## src/rtl/vcpu32_pkg.sv

```systemverilog
// vcpu32_pkg: shared core constants, arbiter state/owner types and cache line geometry.
package vcpu32_pkg;
    localparam int WORD_LENGTH  = 32;
    localparam int LINE_WORDS   = 4;
    localparam int STARVE_LIMIT = 8;
    localparam int WORD_BYTES   = WORD_LENGTH / 8;
    localparam int LINE_BYTES   = LINE_WORDS * WORD_BYTES;
    localparam int LINE_OFS     = $clog2(LINE_BYTES);

    typedef enum logic [1:0] {IDLE, BURST_I, BURST_D, DONE} arb_state_t;
    typedef enum logic {OWN_I, OWN_D} owner_t;
endpackage

```

## src/rtl/mem_burst_counter.sv

```systemverilog
// mem_burst_counter: beat counter for line bursts; wraps to 0 after the last beat.
//   clk, rst : clock, synchronous active-high reset
//   clr_i    : force count to 0
//   inc_i    : advance one beat
//   cnt_o    : current beat index
//   last_o   : current beat is the final one of the line
module mem_burst_counter #(
    parameter int BEATS = 4,
    localparam int CW = $clog2(BEATS)
) (
    input  logic          clk,
    input  logic          rst,
    input  logic          clr_i,
    input  logic          inc_i,
    output logic [CW-1:0] cnt_o,
    output logic          last_o
);
    logic [CW-1:0] cnt_q, cnt_d;

    assign last_o = cnt_q == CW'(BEATS - 1);
    assign cnt_o  = cnt_q;

    always_comb cnt_d = clr_i ? '0 : inc_i ? (last_o ? '0 : cnt_q + 1'b1) : cnt_q;

    always_ff @(posedge clk) cnt_q <= rst ? '0 : cnt_d;
endmodule

```

## src/rtl/mem_if_arbiter.sv

```systemverilog
// mem_if_arbiter: shares one memory port between I-cache and D-cache line bursts.
//   Optional macro MEM_ARB_FAIR_EN: D-side starvation counter forces a D grant.
//   I side : iReq/iAdr in, iDone out
//   D side : dReq/dWrite/dAdr/dWData in, dWNext/dDone out
//   Reads  : rdData with iRdValid/dRdValid, one clock after memRdy
//   Memory : memReq/memWrite/memAdr/memWData out, memRdy/memRData in
module mem_if_arbiter #(
    parameter int WORD_LENGTH  = vcpu32_pkg::WORD_LENGTH,
    parameter int LINE_WORDS   = vcpu32_pkg::LINE_WORDS,
    parameter int STARVE_LIMIT = vcpu32_pkg::STARVE_LIMIT
) (
    input  logic                   clk,
    input  logic                   rst,
    input  logic                   iReq,
    input  logic [WORD_LENGTH-1:0] iAdr,
    output logic                   iDone,
    input  logic                   dReq,
    input  logic                   dWrite,
    input  logic [WORD_LENGTH-1:0] dAdr,
    input  logic [WORD_LENGTH-1:0] dWData,
    output logic                   dWNext,
    output logic                   dDone,
    output logic [WORD_LENGTH-1:0] rdData,
    output logic                   iRdValid,
    output logic                   dRdValid,
    output logic                   memReq,
    output logic                   memWrite,
    output logic [WORD_LENGTH-1:0] memAdr,
    output logic [WORD_LENGTH-1:0] memWData,
    input  logic                   memRdy,
    input  logic [WORD_LENGTH-1:0] memRData
);
    import vcpu32_pkg::*;

    localparam int CW  = $clog2(LINE_WORDS);
    localparam int OFS = CW + 2;

    if (LINE_WORDS < 2 || (LINE_WORDS & (LINE_WORDS - 1)) != 0 || STARVE_LIMIT < 1) begin : g_bad_cfg
        $error("mem_if_arbiter: LINE_WORDS must be a power of 2 >= 2 and STARVE_LIMIT >= 1");
    end

    arb_state_t state_q, state_d;
    owner_t owner_q, owner_d;
    logic write_q, write_d;
    logic [WORD_LENGTH-1:0] base_q, base_d, rd_data_q, sel_adr;
    logic i_vld_q, d_vld_q;
    logic [CW-1:0] cnt;
    logic last, busy, xfer, rd_xfer, pick_d, force_d, unused_low;

    assign busy    = state_q == BURST_I || state_q == BURST_D;
    assign xfer    = busy && memRdy;
    assign rd_xfer = xfer && !write_q;
    assign pick_d  = dReq && (!iReq || force_d);
    assign sel_adr = pick_d ? dAdr : iAdr;
    // Offset bits inside the line are dropped: bursts always start at beat 0.
    assign unused_low = ^sel_adr[OFS-1:0];

    mem_burst_counter #(.BEATS(LINE_WORDS)) u_cnt (
        .clk   (clk),
        .rst   (rst),
        .clr_i (state_q == IDLE),
        .inc_i (xfer),
        .cnt_o (cnt),
        .last_o(last)
    );

`ifdef MEM_ARB_FAIR_EN
    localparam int SW = $clog2(STARVE_LIMIT + 1);
    logic [SW-1:0] starve_q, starve_d;
    logic d_owns;
    // D stays owner through its DONE cycle, where dReq is still legitimately high.
    assign d_owns  = state_q == BURST_D || (state_q == DONE && owner_q == OWN_D);
    assign force_d = starve_q == SW'(STARVE_LIMIT);
    always_comb starve_d = (state_q == IDLE && pick_d) ? '0 :
                           (dReq && !d_owns && !force_d) ? starve_q + 1'b1 : starve_q;
    always_ff @(posedge clk) starve_q <= rst ? '0 : starve_d;
`else
    assign force_d = 1'b0;
`endif

    always_comb begin
        state_d = state_q;
        owner_d = owner_q;
        write_d = write_q;
        base_d  = base_q;
        case (state_q)
            IDLE: if (iReq || dReq) begin
                state_d = pick_d ? BURST_D : BURST_I;
                owner_d = pick_d ? OWN_D : OWN_I;
                write_d = pick_d && dWrite;
                base_d  = {sel_adr[WORD_LENGTH-1:OFS], {OFS{1'b0}}};
            end
            BURST_I, BURST_D: state_d = (xfer && last) ? DONE : state_q;
            default: state_d = IDLE;
        endcase
    end

    always_ff @(posedge clk) begin
        if (rst) begin
            state_q   <= IDLE;
            owner_q   <= OWN_I;
            write_q   <= 1'b0;
            base_q    <= '0;
            rd_data_q <= '0;
            i_vld_q   <= 1'b0;
            d_vld_q   <= 1'b0;
        end else begin
            state_q   <= state_d;
            owner_q   <= owner_d;
            write_q   <= write_d;
            base_q    <= base_d;
            rd_data_q <= rd_xfer ? memRData : rd_data_q;
            i_vld_q   <= rd_xfer && state_q == BURST_I;
            d_vld_q   <= rd_xfer && state_q == BURST_D;
        end
    end

    assign memReq   = busy;
    assign memWrite = busy && write_q;
    // Base has its offset bits clear, so the beat index concatenates in without an adder.
    assign memAdr   = busy ? {base_q[WORD_LENGTH-1:OFS], cnt, 2'b00} : '0;
    assign memWData = dWData;
    assign dWNext   = memWrite && memRdy;
    assign rdData   = rd_data_q;
    assign iRdValid = i_vld_q;
    assign dRdValid = d_vld_q;
    assign iDone    = state_q == DONE && owner_q == OWN_I;
    assign dDone    = state_q == DONE && owner_q == OWN_D;
endmodule

```

## config.mk

```make
export PLATFORM = sky130hd
export DESIGN_NAME = mem_if_arbiter
export DESIGN_NICKNAME = d
export VERILOG_FILES = /design/src/rtl/vcpu32_pkg.sv /design/src/rtl/mem_burst_counter.sv /design/src/rtl/mem_if_arbiter.sv
export SDC_FILE = /design/constraint.sdc
export NUM_CORES = 1
export LEC_CHECK = 0
export CAP_MARGIN = 10
export CORE_UTILIZATION = 35
export DETAILED_ROUTE_END_ITERATION = 8
export PLACE_DENSITY = 0.82
export SLEW_MARGIN = 20
export SYNTH_ARGS = -nofsm -noshare
export SYNTH_HDL_FRONTEND = slang
export SYNTH_SLANG_ARGS = --single-unit
```

## constraint.sdc

```tcl
create_clock -name clk -period 1.83 [get_ports clk]
set_input_delay 0.549 -clock clk [delete_from_list [all_inputs] [get_ports clk]]
set_output_delay 0.549 -clock clk [all_outputs]
set_load 0.01 [all_outputs]
```

# After elaboration in Yosys (flattened, before gate mapping)
# Cells that the tools add are included.
# totals
input_bits	134
wordCells	44
output_inout_bits	103
ff_bits	68
# op_classes
bitwise	1
n_mux	8
n_eq_ne	6
addsub	1
n_reduce_logical	20
# ops
cell	count
$mux 32	2
$logic_and 1x1->1	11
$mux 2	4
$eq 2x2->1 const B	3
$ne 2x2->1 const B	2
$pmux 2 s2	1
$reduce_and 2->1	2
$reduce_or 2->1	2
$add 2x1->2 const B	1
$eq 2x1->1 const B	1
$logic_not 1->1	2
$logic_not 2->1	1
$logic_or 1x1->1	2
$mux 1	1
$not 1->1	1

# Logic depth before layout (Yosys ltp)
# Gate-level depths: netlist of run 1.
# logic_depth
word_depth	6
ltp_mapped	8
ltp_nobuf	5

# Modules after synthesis
# Synthesis of run 1 repeated with hierarchy kept, for this count alone.
# unflattened
cells_unflattened	379
hier_area_um2	3265.6
# by_module_without_submodules
mod	area_each_um2	seq_area_each_um2	instances	cells_per_inst
mem_if_arbiter	3170.5	1321.3	1	371
mem_burst_counter	95.1	40.0	1	8

# Least setup slack after synthesis of run 1
# Ideal clock, no wire load.
# synth_timing
path_type	register to output
start	reg state_q[0]
end	out memAdr[10]
slack_ps	-23
stages_incl_launch_ff	6
arrival_time_ps	1304
n_path_buf	2
required_time_ps	1281
cell_sequence	dfxtp_1 > inv_1 > ha_1 > buf_2 > clkbuf_1 > and2_1
# synth_via
elab_chain_len	3
word_cells_on_any_way	4
classes_between	2 x eq/ne; 1 x mux; 1 x reduce/logical
# synth_lines
element	line	source
start: declaration	mem_if_arbiter.sv:42	arb_state_t state_q, state_d;
start signal: assignment	mem_if_arbiter.sv:108	state_q <= state_d;
$eq 2x1->1 or $eq 2x2->1 (tied branches)	mem_if_arbiter.sv:50	assign busy = state_q == BURST_I || state_q == BURST_D;
$logic_or 1x1->1 *	mem_if_arbiter.sv:50	
net memReq	mem_if_arbiter.sv:26	output logic memReq,
$mux 32 *	mem_if_arbiter.sv:121	assign memAdr = busy ? {base_q[WORD_LENGTH-1:OFS], cnt, 2'b00} : '0;
end: declaration	mem_if_arbiter.sv:28	output logic [WORD_LENGTH-1:0] memAdr,
# Mark *: on every way through the listed nets, which the timed path passes. The rest lies on a longest branch.

# Worst setup path in the final report of run 1
# layout_timing
start	reg state_q[0]
end	out dWNext
# layout_via
elab_chain_len	4
word_cells_on_any_way	5
classes_between	2 x eq/ne; 3 x reduce/logical
# layout_lines
element	line	source
$eq 2x1->1 or $eq 2x2->1 (tied branches)	mem_if_arbiter.sv:50	
$logic_or 1x1->1 *	mem_if_arbiter.sv:50	
$logic_and 1x1->1 *	mem_if_arbiter.sv:119	assign memWrite = busy && write_q;
$logic_and 1x1->1 *	mem_if_arbiter.sv:123	assign dWNext = memWrite && memRdy;
end: declaration	mem_if_arbiter.sv:21	output logic dWNext,
# Mark *: on every way between the ends. The rest lies on a longest branch, timed or not.

==> results of run 1 <==
area by class of cell:
| cell class | count | share of cell area [%] |
|---|---|---|
| repair buffers | 187 | 36.26 |
| clock buffers | 10 | 2.711 |
| clock inverters | 6 | 1.257 |
| inverters | 3 | 0.2218 |
| flip-flops and latches | 68 | 26.87 |
| multi-input cells | 248 | 30.02 |
| well taps | 108 | 2.662 |
cells in the final DEF, fill, tap and decap left out, types with 12 or more instances in the layout:
cell type	count
clkdlybuf4s50_1	112
dfxtp_1	66
nand2_1	65
a21oi_1	34
nor2_1	32
mux2i_1	31
a211oi_1	29
buf_2	21
and2_1	20
buf_6	18
buf_4	16
dlymetal6s2s_1	13
and2_4	12
report_power, final:
group          internal [mW]  total (mW)  switching, mW
clock network          0.664        1.25          0.583
logic                   1.38        2.60           1.22
registers               1.86        2.05          0.192
worst max-delay path, delay by kind of cell, from the launching register on:
family                     cells  cell delay (ns)
buffers and inverters          4             0.36
DFF                            1             0.33
adders and majority gates      1             0.31
and+or+nand+nor                2             0.13
sequential cells by signal, indices dropped and copies added (netlist names):
register,flops
base_q,28
owner_q,1
iRdValid,1
u_cnt.cnt_o,2
rdData,32
dRdValid,1
state_q,2
write_q,1
layer usage:
layer / global-route usage, % / wire (um)
met1: 20.37 / 3407
met2: 34.99 / 4690
met3: 4.796 / 720
met4: 9.790 / 233
met5: 0 / 0
timing repair:
| item | 4_1_cts | 5_1_grt |
|---|---|---|
| gates resized for setup | 166 | 32 |
| gates cloned | 1 | 0 |
| setup buffers | 4 | 2 |
| endpoints found under the setup margin | 35 | 48 |
| pin swaps | 6 | 3 |
how the worst max path moves through the flow:
stage                       endpoint  slack (ns)       start  cells past startpoint
after floorplan           memAdr[10]       -0.02  state_q[0]                      5
after global placement        dWNext       -0.52      memRdy                      4
after detailed placement      dWNext       -0.52      memRdy                      4
after CTS                 memAdr[31]       -0.24  state_q[1]                      6
after global routing          dWNext       -0.26  state_q[1]                      7
final                         dWNext       -0.20  state_q[0]                      7
per-stage QoR:
step | cells | hold WS, ns | util (%) | setup WS, ns | instance area, um2
after CTS | 630 | 0.4567 | 56.12 | -0.2435 | 4966
after detailed placement | 609 | 0.4455 | 54.37 | -0.5242 | 4811
after global placement | 609 | 0.4403 | 54.37 | -0.5200 | 4811
after global routing | 630 | 0.4859 | 57.37 | -0.2591 | 5076
after floorplan | 382 | 0.4736 | - | -0.02339 | 3236
final | 630 | 0.4539 | 57.37 | -0.2020 | 5076
cell families (layout without fill, tap and decap cells):
| group | after synthesis | after routing | synth area share [%] |
|---|---|---|---|
| and+or+nand+nor | 141 | 141 | 19.90 |
| AOI/OAI and AO/OA | 69 | 69 | 13.51 |
| DFF | 68 | 68 | 42.12 |
| buffers and inverters | 66 | 206 | 12.81 |
| muxes | 31 | 31 | 9.601 |
| adders and majority gates | 5 | 5 | 1.936 |
| other | 1 | 2 | 0.1160 |
==> Implementation_results.wiki, run 1 <==
{| class="wikitable"
! Metric !! Value
|-
| Run status || finished, violations left
|-
| Violations in the final reports || design-rule violations, negative setup slack
|-
| Vias in the first global route || 3,191
|-
| PnR Total Power || between 5 and 6 mW
|-
| Fraction of final layout cells sized beyond drive strength 1 || 18.77%
|-
| Clock Root Buffer || clkbuf_8
|-
| Endpoint kind of the worst setup timing path || primary output
|-
| Clk_lat worst skew || 0.34 ns
|-
| Setup Crit Path Kind || register to primary output
|-
| Worst hold path endpoint || rdData[13]
|-
| Count of unresolved DRC violations after routing || 19
|-
| Portion of the clock cycle consumed by the worst path in the final layout || 111.0%
|-
| Number of buffers on the longest clock path || 2
|-
| Number of instances in the synthesized netlist || between 300 and 400
|-
| Average wire per cell in the routed design || approximately 14 um
|-
| Data arrival time of the critical path || roughly 1.5 ns
|-
| Wire length of the first global-routing pass || between 10,000 and 15,000 um
|-
| Leakage || 2.372 nW
|-
| Layout area overhead || 57.07%
|-
| Total count of max-transition violations in the final report || 0
|-
| Worst r2r src || state_q[0]
|-
| Worst Hold Class || register to register
|-
| List of most frequent post-synthesis cells || dfxtp_1 (68), nand2_1 (66), buf_4 (37)
|-
| MaxCap Viol Count || 0
|-
| Netlist Area Pre-Place || 3232 um2
|-
| Worst voltage drop across the vdd grid || 490.9 uV
|-
| Cell-by-cell trace of the critical path || inv_2 > ha_4 > buf_6 > buf_6 > nand2_4 > nor2_1 > buf_2
|-
| Initial core utilization || 36.52%
|-
| Worst endpoint required time || approximately 1.3 ns
|-
| Number of clock sinks || slightly below 70
|-
| Antenna viol nets, final || 0
|-
| Routed Wire Length || between 9000 and 10,000 um
|-
| First-iteration detailed-routing DRC count || 56
|-
| Critical path fanouts, max || 5
|-
| Minimum clock period after layout || approximately 2 ns
|-
| Fraction of registers with async set or reset after synthesis || 0%
|-
| Cell seen most often among critical-path stages || buf_6
|-
| Core outline area || between 8000 and 9000 um2
|-
| Antenna violations before repair || 0
|-
| TritonCTS clock tree || yes
|-
| Die X || roughly 98 um
|-
| Average cell area after synthesis || 8.483 um2
|-
| Post-layout net count || roughly 660
|-
| Ys Warns || 0
|-
| Setup tns final || -4.671 ns
|-
| First-pass detailed-route iteration total || 6
|-
| Sequential element share of the synthesized area || between 40% and 50%
|-
| Power density relative to cell area || ~1200 nW/um2
|-
| Leading cell types by total area after synthesis || dfxtp_1 (42%), mux2i_1 (9.6%), buf_4 (8.6%), nand2_1 (7.7%), a211oi_1 (6.7%)
|-
| Synth unique cells || 28
|-
| Startpoint type of the worst setup path || register
|-
| Area fraction of the dominant cell type after synthesis || ~42%
|-
| GRT Resource Usage Total || a little under a fifth
|-
| Largest area contributor in the synthesized netlist || dfxtp_1
|-
| Largest stage delay on the critical path || around 0.33 ns
|-
| Launch point of the worst hold path || rdData[13]
|-
| Hold-critical path depth || 2
|-
| Number of register bits inferred by synthesis || between 60 and 70
|-
| Multi-input gate area || 1524 um2
|-
| Number of vias per cell || roughly 4.8
|-
| Maximum clock skew at final layout || about 0.010 ns
|-
| Setup repair after global routing missed its margin || yes
|-
| TritonCTS buffer count || 9
|-
| Slowest cell on crit path || dfxtp_2
|-
| Maximum number of pins on one net before global-route repair || 52
|-
| Hold buffer count at cts || 0
|-
| Diode count || 0
|-
| Clk slew on worst S/H paths || around 0.070 ns
|-
| Final hold viol count || 0
|-
| Gr ovfl total || 0
|-
| Ports || between 200 and 250
|-
| Filler cell count in the final layout || ~780
|-
| Detailed Place HPWL || 6637 um
|-
| End of the worst register-to-register path || state_q[1]
|-
| Highest clock frequency the design can meet || 492.1 MHz
|-
| Maximum level of the CTS H-tree || 3
|-
| Routability congestion estimate || 0.7225
|-
| Floorplan die height || between 90 and 100 um
|-
| Setup slack of the worst register-to-register path || 0.32 ns
|-
| Register area || between 1000 and 1500 um2
|-
| Via Count || 3,042
|-
| Count of buffers from port buffering || roughly 160
|-
| Site row count || 34
|-
| Smallest setup slack after layout || -0.2020 ns
|-
| FF-to-FF path depth || 6
|-
| Count of flip-flops with a built-in enable after synthesis || 0
|-
| Cell with the most instances after synthesis || dfxtp_1
|-
| Setup violations, final || 32
|-
| Full die area || between 9000 and 10,000 um2
|-
| Synth Flop Type || dfxtp_1
|}
Note: power is estimated with default switching activity, not from simulation.
==> run 2: changes to the inputs <==
--- a/config.mk
+++ b/config.mk
@@ -5,7 +5,7 @@
 export SDC_FILE = /design/constraint.sdc
 export NUM_CORES = 1
 export LEC_CHECK = 0
-export CAP_MARGIN = 10
+export CAP_MARGIN = 20
 export CORE_UTILIZATION = 35
 export DETAILED_ROUTE_END_ITERATION = 8
 export PLACE_DENSITY = 0.82
==> constraint.sdc (replaced) <==
create_clock -name clk -period 1.83 [get_ports clk]
set_input_delay 0.2745 -clock clk [delete_from_list [all_inputs] [get_ports clk]]
set_output_delay 0.2745 -clock clk [all_outputs]
set_load 0.01 [all_outputs]
==> Implementation_results.wiki, run 2 (synthesized netlist as in run 1, its figures left out) <==
{| class="wikitable"
! Metric !! Value
|-
| Run status || finished, violations left (unchanged)
|-
| Violations in the final reports || design-rule violations (was design-rule violations, negative setup slack)
|-
| Clk_lat worst skew || 0.34 ns (about the same)
|-
| Post-route design area || 5087 um2 (was 5076 um2)
|-
| Pre-CTS worst setup slack || -0.1002 ns (was -0.5242 ns)
|-
| Layout area overhead || 57.41% (was 57.07%)
|-
| Worst voltage drop across the vdd grid || 555.8 uV (was 490.9 uV)
|-
| Detailed Place HPWL || 6394 um (was 6637 um)
|-
| Maximum level of the CTS H-tree || 3 (unchanged)
|-
| Power density relative to cell area || 1221 nW/um2 (was 1162 nW/um2)
|-
| MaxCap Viol Count || 0 (unchanged)
|-
| Multi-input gate area || 1511 um2 (was 1524 um2)
|-
| Area after DPL || 4781 um2 (was 4811 um2)
|-
| Leakage || 2.154 nW (was 2.372 nW)
|-
| Buffers plus inverters on the worst setup path || 4 (unchanged)
|-
| Delay-heaviest family, CP || buffers and inverters (unchanged)
|-
| Global routing met3 resource utilization || 3.937% (was 4.796%)
|-
| Smallest setup slack after layout || 0.03125 ns (was -0.2020 ns)
|-
| Minimum clock period after layout || 1.799 ns (was 2.032 ns)
|-
| Number of vias per cell || 4.845 (was 4.829)
|-
| Slowest cell on crit path || dfxtp_2 (unchanged)
|-
| Fraction of final layout cells sized beyond drive strength 1 || 17.92% (was 18.77%)
|-
| Critical path fanouts, max || 11 (was 5)
|-
| Maximum number of pins on one net before global-route repair || 58 (was 52)
|-
| Post-layout utilization of the core || 57.49% (was 57.37%)
|-
| Portion of the clock cycle consumed by the worst path in the final layout || 98.29% (was 111.0%)
|-
| Wire length of the first global-routing pass || 14,520 um (was 14,660 um)
|-
| Setup violations, final || 0 (was 32)
|-
| Diode count || 0 (unchanged)
|-
| Met1 usage || 21.19% (was 20.37%)
|-
| Clk slew on worst S/H paths || 0.08 ns (was 0.07 ns)
|-
| Routed Wire Length || 9148 um (was 9052 um)
|-
| Setup repair after global routing missed its margin || yes (unchanged)
|-
| Worst Hold Slack || 0.4579 ns (was 0.4539 ns)
|-
| Number of buffers on the longest clock path || 2 (unchanged)
|-
| Maximum clock skew at final layout || 0.01315 ns (was 0.01042 ns)
|-
| Clock Root Buffer || clkbuf_8 (unchanged)
|-
| Worst Hold Class || register to register (unchanged)
|-
| Most common cell after layout, fill and taps aside || clkdlybuf4s50_1 (unchanged)
|-
| Average wire per cell in the routed design || 14.59 um (was 14.37 um)
|-
| Startpoint type of the worst setup path || register (unchanged)
|-
| Number of flip-flops in the largest register || 32 (unchanged)
|-
| Full die area || 9622 um2 (unchanged)
|-
| Final hold viol count || 0 (unchanged)
|-
| Global routing's busiest layer || met2 (unchanged)
|-
| Antenna viol nets, final || 0 (unchanged)
|-
| Commonest cells after routing, fill and taps aside || clkdlybuf4s50_1 (126), nand2_1 (66), dfxtp_1 (66) (was clkdlybuf4s50_1 (112), dfxtp_1 (66), nand2_1 (65))
|-
| Antenna violations before repair || 0 (unchanged)
|-
| Setup Crit Path Kind || register to primary output (unchanged)
|-
| Register area || 1364 um2 (unchanged)
|-
| Count of unresolved DRC violations after routing || 19 (unchanged)
|-
| Slew HR || between 50% and 60%
|-
| Gr ovfl total || 0 (unchanged)
|-
| Number of clock sinks || 68 (unchanged)
|-
| Total count of max-transition violations in the final report || 0 (unchanged)
|-
| TritonCTS clock tree || yes (unchanged)
|-
| Hold buffer count at cts || 0 (unchanged)
|-
| Via Count || 3,038 (was 3,042)
|-
| GRT Resource Usage Total || 18.91% (was 19.18%)
|-
| TritonCTS buffer count || 9 (unchanged)
|-
| Die X || 98.09 um (unchanged)
|-
| Placed instance count || 605 (was 609)
|-
| Setup tns final || 0 ns (was -4.671 ns)
|-
| PnR Total Power || 6.210 mW (was 5.900 mW)
|-
| Initial core utilization || 36.52% (unchanged)
|-
| Data arrival time of the critical path || 1.52 ns (was 1.48 ns)
|-
| Ports || 237 (unchanged)
|-
| Slew at the pin closest to its max-slew limit || ~0.62 ns
|-
| Core outline area || 8848 um2 (unchanged)
|-
| Site row count || 34 (unchanged)
|-
| Cell-by-cell trace of the critical path || inv_2 > ha_4 > buf_6 > buf_12 > and2_1 > buf_2 (was inv_2 > ha_4 > buf_6 > buf_6 > nand2_4 > nor2_1 > buf_2)
|-
| First-pass detailed-route iteration total || 6 (unchanged)
|-
| Routability congestion estimate || 0.7591 (was 0.7225)
|-
| Worst endpoint required time || 1.56 ns (was 1.28 ns)
|-
| GR met2 Demand/Resource || 34.24% (was 34.99%)
|-
| Count of buffers from port buffering || 162 (unchanged)
|-
| Floorplan die height || 98.09 um (unchanged)
|-
| Highest clock frequency the design can meet || 555.9 MHz (was 492.1 MHz)
|-
| Vias in the first global route || 3,046 (was 3,191)
|-
| Filler cell count in the final layout || 792 (was 778)
|-
| Endpoint kind of the worst setup timing path || primary output (unchanged)
|-
| Post-layout net count || 654 (was 656)
|-
| Largest stage delay on the critical path || 0.34 ns (was 0.33 ns)
|-
| Non-filler cells in the finished layout || 627 (was 630)
|-
| First-iteration detailed-routing DRC count || 71 (was 56)
|}
run 2: cell count changes in the layout (fill, tap and decap cells not counted), moves of 2 or more:
cell             delta
buf_2              -10
and2_4              +3
clkdlybuf4s50_1    +14
clkbuf_2            +7
buf_6               -2
dlygate4sd2_1       +2
dlymetal6s2s_1     -13
buf_4               -4
and2_1              -3
run 2: timing repair:
action	CTS	global route
gates resized for setup	121	42
cloned	1	1
setup buffers	3	2
pin swaps	1	5
endpoints found under the setup margin	35	29
run 2: metal layers:
metal	wire length [um]	vias up
met5	0	-
met3	676	28
li1	-	1506
met4	265	0
met2	4650	117
met1	3555	1387
run 2: path summary, 6_finish.rpt:
check	startpoint	endpoint	slack [ns]	cells after the start
max	state_q[0]	memAdr[14]	0.03	6
min	rdData[5]	rdData[5]	0.46	2
max reg2reg	state_q[0]	state_q[1]	0.23	7
min reg2reg	rdData[5]	rdData[5]	0.46	2
run 2: final cells by class:
cell class	instances	area share [%]
clock buffer	9	2.435
clock inverter	6	1.771
inverter	3	0.2213
multi-input combinational	248	29.71
sequential	68	26.81
tap	108	2.656
timing repair buffer	185	36.40
run 2: worst reg2reg max path: stages (launching register included):
cell	delay (ns)
dfxtp_2	0.34
inv_2	0.05
ha_4	0.26
buf_4	0.14
buf_4	0.13
a21boi_0	0.13
or3_1	0.34
o32ai_1	0.12
run 2: power by group:
group | switching (mW) | internal [mW]
Clock | 0.580 | 0.762
Combinational | 1.24 | 1.56
Sequential | 0.199 | 1.86
Total | 2.02 | 4.19
